## config.mk

```make
export PLATFORM = sky130hd
export DESIGN_NAME = csa_resolver_flat
export DESIGN_NICKNAME = d
export VERILOG_FILES = /design/src/rtl/csa_resolver_if.sv /design/src/rtl/csa_resolver.sv /design/src/flat_wrapper.sv
export SDC_FILE = /design/constraint.sdc
export NUM_CORES = 1
export LEC_CHECK = 0
export CAP_MARGIN = 25
export CORE_UTILIZATION = 45
export DETAILED_ROUTE_END_ITERATION = 10
export PLACE_DENSITY = 0.84
export SETUP_SLACK_MARGIN = 0.15
export SLEW_MARGIN = 20
export SYNTH_ARGS = -nofsm -noshare
export SYNTH_HDL_FRONTEND = slang
export SYNTH_SLANG_ARGS = --single-unit
```

## constraint.sdc

```tcl
create_clock -name clk -period 3.6 [get_ports clk]
set_input_delay 0.72 -clock clk [delete_from_list [all_inputs] [get_ports clk]]
set_output_delay 0.72 -clock clk [all_outputs]
set_load 0.03 [all_outputs]
```

## src/rtl/csa_resolver_if.sv

```systemverilog
// csa_resolver_if: operand and result handshakes of the carry-save resolver.
// master drives operands and out_ready; slave is the resolver.
interface csa_resolver_if #(
  parameter int W = 24
);
  logic         in_valid;
  logic         in_ready;
  logic [W-1:0] sum_vec;
  logic [W-1:0] carry_vec;
  logic         out_valid;
  logic         out_ready;
  logic [W-1:0] result;

  modport master (
    output in_valid,
    output sum_vec,
    output carry_vec,
    output out_ready,
    input  in_ready,
    input  out_valid,
    input  result
  );

  modport slave (
    input  in_valid,
    input  sum_vec,
    input  carry_vec,
    input  out_ready,
    output in_ready,
    output out_valid,
    output result
  );
endinterface

```

## src/rtl/csa_resolver.sv

```systemverilog
// csa_resolver: resolves a sum/carry pair to binary, CHUNK bits per clock.
// Optional ovf output when CSA_RESOLVER_OVF_EN is defined.
module csa_resolver #(
  parameter int W     = 24,
  parameter int CHUNK = 4
) (
  input  logic          clk,
  input  logic          reset,
  csa_resolver_if.slave io,
  output logic          busy
`ifdef CSA_RESOLVER_OVF_EN
  ,
  output logic          ovf
`endif
);
  localparam int N  = W / CHUNK;
  localparam int KW = (N > 1) ? $clog2(N) : 1;

  if ((W % CHUNK) != 0 || W < CHUNK) begin : g_bad_cfg
    $error("csa_resolver: W must be a nonzero multiple of CHUNK");
  end

  typedef enum logic [1:0] {
    IDLE,
    ADD,
    DONE
  } state_t;

  state_t         state_q;
  state_t         state_d;
  logic [W-1:0]   sum_q;
  logic [W:0]     csh_q;
  logic [W-1:0]   res_q;
  logic [KW-1:0]  k_q;
  logic           c_q;
  logic [CHUNK:0] ch;
  logic           last;
  logic           acc;

  assign ch   = {1'b0, sum_q[CHUNK-1:0]}
              + {1'b0, csh_q[CHUNK-1:0]}
              + (CHUNK+1)'(c_q);
  assign last = (k_q == KW'(N - 1));
  assign acc  = (state_q == IDLE) && io.in_valid;

  always_comb begin
    state_d = state_q;
    unique case (state_q)
      IDLE:    if (io.in_valid) state_d = ADD;
      ADD:     if (last) state_d = DONE;
      DONE:    if (io.out_ready) state_d = IDLE;
      default: state_d = IDLE;
    endcase
  end

  always_ff @(posedge clk) begin
    if (reset) state_q <= IDLE;
    else       state_q <= state_d;
  end

  // Operands shift down one chunk per cycle; result fills from the top.
  always_ff @(posedge clk) begin
    if (reset) begin
      sum_q <= '0;
      csh_q <= '0;
      res_q <= '0;
      k_q   <= '0;
      c_q   <= 1'b0;
    end else if (acc) begin
      sum_q <= io.sum_vec;
      csh_q <= {io.carry_vec, 1'b0};
      k_q   <= '0;
      c_q   <= 1'b0;
    end else if (state_q == ADD) begin
      sum_q <= sum_q >> CHUNK;
      csh_q <= csh_q >> CHUNK;
      res_q <= W'({ch[CHUNK-1:0], res_q} >> CHUNK);
      k_q   <= k_q + 1'b1;
      c_q   <= ch[CHUNK];
    end
  end

`ifdef CSA_RESOLVER_OVF_EN
  logic ovf_q;

  // On the last chunk the original csh bit W has shifted down to CHUNK.
  always_ff @(posedge clk) begin
    if (reset)                      ovf_q <= 1'b0;
    else if (acc)                   ovf_q <= 1'b0;
    else if (state_q == ADD && last) ovf_q <= ch[CHUNK] | csh_q[CHUNK];
  end

  assign ovf = ovf_q;
`endif

  assign io.in_ready  = (state_q == IDLE);
  assign io.out_valid = (state_q == DONE);
  assign busy         = (state_q == ADD);
  assign io.result    = res_q;
endmodule

```

## src/flat_wrapper.sv

```systemverilog
// flat-port wrapper written by rule: the top's interface ports become plain ports
module csa_resolver_flat 
#(
  parameter int W     = 24,
  parameter int CHUNK = 4
)
  (clk, reset, busy, io_in_valid, io_sum_vec, io_carry_vec, io_out_ready, io_in_ready, io_out_valid, io_result);
  csa_resolver_if #(.W(W)) io_i ();
  input  logic clk;
  input  logic reset;
  output logic busy;
  input wire logic [$bits(io_i.in_valid)-1:0] io_in_valid;
  input wire logic [$bits(io_i.sum_vec)-1:0] io_sum_vec;
  input wire logic [$bits(io_i.carry_vec)-1:0] io_carry_vec;
  input wire logic [$bits(io_i.out_ready)-1:0] io_out_ready;
  output wire logic [$bits(io_i.in_ready)-1:0] io_in_ready;
  output wire logic [$bits(io_i.out_valid)-1:0] io_out_valid;
  output wire logic [$bits(io_i.result)-1:0] io_result;
  assign io_i.in_valid = io_in_valid;
  assign io_i.sum_vec = io_sum_vec;
  assign io_i.carry_vec = io_carry_vec;
  assign io_i.out_ready = io_out_ready;
  assign io_in_ready = io_i.in_ready;
  assign io_out_valid = io_i.out_valid;
  assign io_result = io_i.result;
  csa_resolver #(.W(W), .CHUNK(CHUNK)) u_core (.clk(clk), .reset(reset), .io(io_i), .busy(busy));
endmodule
```

== After elaboration in Yosys (flattened, before gate mapping) ==
Cells that the tools add are included.
Widths: inputs -> output; s select.

* Output and inout port bits: 27
* Register bits: 79

* Add/sub/neg operators: 3
* Reduce and logical (&&, ||, !) cells: 6
* Equal/unequal tests: 6
* Mux-type cells: 8
* Bitwise logic cells: 1

{| class="wikitable"
|+ Operators with widths
! operator !! number
|-
| $mux 25 || 2
|-
| $mux 24 || 2
|-
| $mux 2 || 3
|-
| $pmux 2 s3 || 1
|-
| $add 4x4->5 || 1
|-
| $add 5x1->5 || 1
|-
| $ne 2x2->1 const B || 2
|-
| $add 3x1->3 const B || 1
|-
| $eq 3x3->1 const B || 1
|-
| $reduce_and 3->1 || 1
|-
| $eq 2x1->1 const B || 1
|-
| $eq 2x2->1 const B || 1
|-
| $logic_not 2->1 || 1
|-
| $ne 2x1->1 const B || 1
|-
| $reduce_and 2->1 || 1
|-
| $reduce_bool 2->1 || 1
|-
| $reduce_or 2->1 || 1
|-
| $logic_and 1x1->1 || 1
|-
| $not 1->1 || 1
|}

== Logic depth before layout (Yosys ltp) ==
* Depth after elaboration: 4
* Gate-level depth with buffers: 6

== Worst setup path before layout ==
Ideal clock, no wire load.

* Kind: reg2out
* From: register u_core.state_q[0]
* To: output port busy
* Path slack: 1.962 ns
* Stages on the path, launching flop included: 5
* Data required time: 2.880 ns
* Arrival time: 0.918 ns
* Cells stage by stage: dfxtp_1 nand2b_1 buf_6 inv_8 buf_4

* Cells in the longest elaborated chain, start to end: 1

{| class="wikitable"
|+ RTL lines
! element !! line !! source
|-
| start, declared || csa_resolver.sv:29 || <nowiki>state_t state_q;</nowiki>
|-
| start signal, assigned || csa_resolver.sv:58 || <nowiki>else state_q <= state_d;</nowiki>
|-
| $eq 2x1->1 || csa_resolver.sv:98 || <nowiki>assign busy = (state_q == ADD);</nowiki>
|-
| end, declared || flat_wrapper.sv:11 || <nowiki>output logic busy;</nowiki>
|}

No other way between the ends.

== Final worst setup path ==
Ends and elaborated chain as after synthesis.

==> key figures <==
Critical path
  – Worst r2r src: u_core.c_q$_SDFFE_PP0N_
  – Crit path launch type: flop
  – Critical Path End Type: primary output
  – CP bufs+invs: 2
  – Req. time, crit path: 2.88 ns
  – Slowest-stage cell, CP: clkdlybuf4s50_1
  – Data arrival, critical path: 2.18 ns
  – CP Launch Point: u_core.state_q[0]$_SDFFE_PP0P_
  – CP delay by family, top: buffers and inverters
  – Crit path cell chain: nand2b_1 > inv_8 > clkdlybuf4s50_1
  – Crit path largest cell delay: 0.75 ns
  – Crit-path max FO: 72
  – Crit Path Class: reg -> out

Synthesis
  – Post-Syn Nets: 428
  – Synth warn: 0
  – Post-synth ARST share: 0
  – Syn Std Cell Area: 3288 um2
  – Number of enable flip-flop cells after synthesis: 0
  – Count of cell types in the netlist: 34
  – Yosys reg bits: 79
  – Syn Inst Count: 369
  – Mean Syn Cell Area: 8.911 um2
  – Top FF cell, synth: dfxtp_1
  – Sequential fraction of the synthesis area: 0.4810

Global routing
  – Met3 Use GR: 0.07393
  – Largest net degree at the start of global routing: 73
  – Number of global-route vias before repair: 2637
  – Most Crowded Layer GR: met2
  – Met1 GRT Util: 0.2210
  – Grt ovf: 0
  – Global Route Usage Sum: 0.1952
  – Antenna violations before repair: 0
  – Grt met2 use: 0.3445
  – First-pass GRT wire length: 11510 um

Timing
  – Worst-Margin Slew: 0.6101 ns
  – Final setup margin: 0.7026 ns
  – Final setup vio count: 0
  – RSZ-0062 raised after global routing: no
  – Min Tclk post-route: 2.897 ns
  – Final worst-path cycle share: 0.8048
  – Fin. max-slew vios: 0
  – Sum Neg Setup Slack: 0 ns
  – Max Clk Rate: 345.1 MHz
  – Hold Fails Final Rpt: 0
  – Fin Clk Skew: 0.005829 ns
  – Relative max-transition margin: 0.5932
  – Final hold slack: 0.4542 ns

Finish
  – Post-route design area: 4238 um2
  – Most frequent cells in the layout: nand2_1, dfxtp_1, clkdlybuf4s50_1, a21oi_1, a22oi_1
  – # nets final: 492
  – # fillers: 607
  – Most common cell after layout, fill and taps aside: nand2_1
  – Layout cells sized above 1: 0.09361
  – Register area: 1582 um2
  – Synth-to-layout area growth: 28.88%
  – Footprint of the multi-input gates: 1458 um2
  – Ant. Diodes: 0

Job
  – Max Cap Viol: 0

Detailed routing
  – Iter 0 DRT Violations: 120
  – WL/cell: 13.05 um
  – Total Wirelength: 6968 um
  – Antenna Nets Post-Route: 0
  – Average vias per placed instance: 5.258
  – Vias: 2808
  – Number of remaining DRC errors: 0
  – Drt pass-1 iters: 4

Floorplan
  – Die Ht: 87.48 um
  – Initial cell density of the core: 0.4735
  – I/O pin cnt: 79
  – Full die area: 7653 um2
  – Die width: 87.48 um
  – Core Rows: 30
  – Core area: 6944 um2

CTS
  – Clk pin slew, worst setup/hold paths: 0.07 ns
  – H-tree depth: 3
  – Clock Latency Late Sink: 0.35 ns
  – CTS root buf: clkbuf_8
  – Postcts setup bufs: 0
  – Post-cts sizing count: 0
  – Hold_buf cts: 0
  – CTS Buf Count: 9
  – CTS max path bufs: 2
  – CTS tree: built
  – CTS sink count: 79

Hold path
  – Hold Crit Start: u_core.io.result[0]$_SDFFE_PP0P_
  – Hold Crit Class: reg -> reg

Power and ir drop
  – P_leak: 1.460 nW
  – Pwr/cell area: 455.7 nW/um2
  – Maximum vdd ir drop: 0.2759 mV

Run status
  – Status: completed

Place
  – Post-placement setup slack: 1.056 ns
  – GP Congestion: 0.8218
  – Placed inst area: 4014 um2
  – Buffers added on ports: 78
  – HPWL Detailed: 4517 um
==> flip-flops by register name, indices dropped and copies added (netlist names) <==
name and cells:
u_core.c_q 1, u_core.csh_q 25, u_core.io.result 24, u_core.k_q 3
u_core.state_q 2, u_core.sum_q 24
==> worst register-to-register path, stage by stage (launching register included) <==
cell and delay (ns):
dfxtp_1 0.33, inv_1 0.06, fa_1 0.46, fa_1 0.42
xnor2_1 0.16, nand2_1 0.07, a21oi_1 0.16
==> cells in the mapped netlist (5+ instances only) <==
cell type | n | area share
clkbuf_1 | 10 | 0.011
buf_6 | 11 | 0.038
a21oi_1 | 72 | 0.11
buf_2 | 7 | 0.011
nand3_1 | 10 | 0.015
nand2_1 | 91 | 0.10
a22oi_1 | 28 | 0.064
inv_1 | 8 | 0.0091
ha_1 | 5 | 0.019
nor2_1 | 7 | 0.0080
dfxtp_1 | 79 | 0.48
a22oi_2 | 12 | 0.046
==> final timing paths <==
| path | depth (start not counted) | slack [ns] | end |
|---|---|---|---|
| max | 3 | 0.70 | busy |
| min | 2 | 0.45 | u_core.io.result[0]$_SDFFE_PP0P_ |
| max reg2reg | 6 | 1.87 | u_core.io.result[22]$_SDFFE_PP0P_ |
| min reg2reg | 2 | 0.45 | u_core.io.result[0]$_SDFFE_PP0P_ |
==> area by class of cell <==
cell class              instances  area share
well taps                      96     0.02834
flip-flops and latches         79      0.3732
clock inverters                 3     0.01535
multi-input cells             251      0.3440
clock buffers                  13     0.03750
inverters                       9    0.009743
repair buffers                 83      0.1919
==> per-layer routing <==
layer	part of all wire	routed length (um)	up-vias
met5	0	0	-
met4	0.012	85	0
met3	0.063	438	9
met2	0.50	3507	89
met1	0.42	2937	1309
li1	-	-	1401
==> stage by stage <==
| stage | total power, mW | cells | utilization |
|---|---|---|---|
| 5_1_grt | 2.008 | 534 | 0.6103 |
| 3_3_place_gp | 1.215 | 518 | 0.5780 |
| 4_1_cts | 1.947 | 534 | 0.6103 |
| 3_5_place_dp | 1.223 | 518 | 0.5780 |
| 2_1_floorplan | 1.138 | 369 | - |
| 6_report | 1.931 | 534 | 0.6103 |
==> power by group <==
part	switching, mW	internal, mW
clock network	0.301	0.428
registers	0.0265	0.917
logic	0.142	0.117
total	0.469	1.46
==> cells by family after synthesis <==
family,after synthesis,synth area share
xor gates and xnor gates,3,0.007992
muxes,1,0.003044
buffers and inverters,39,0.07686
and+or+nand+nor,120,0.1564
adders and majority gates,7,0.03120
DFF,79,0.4810
AOI/OAI and AO/OA,120,0.2435
No activity file was read; power rests on OpenSTA's default activity.
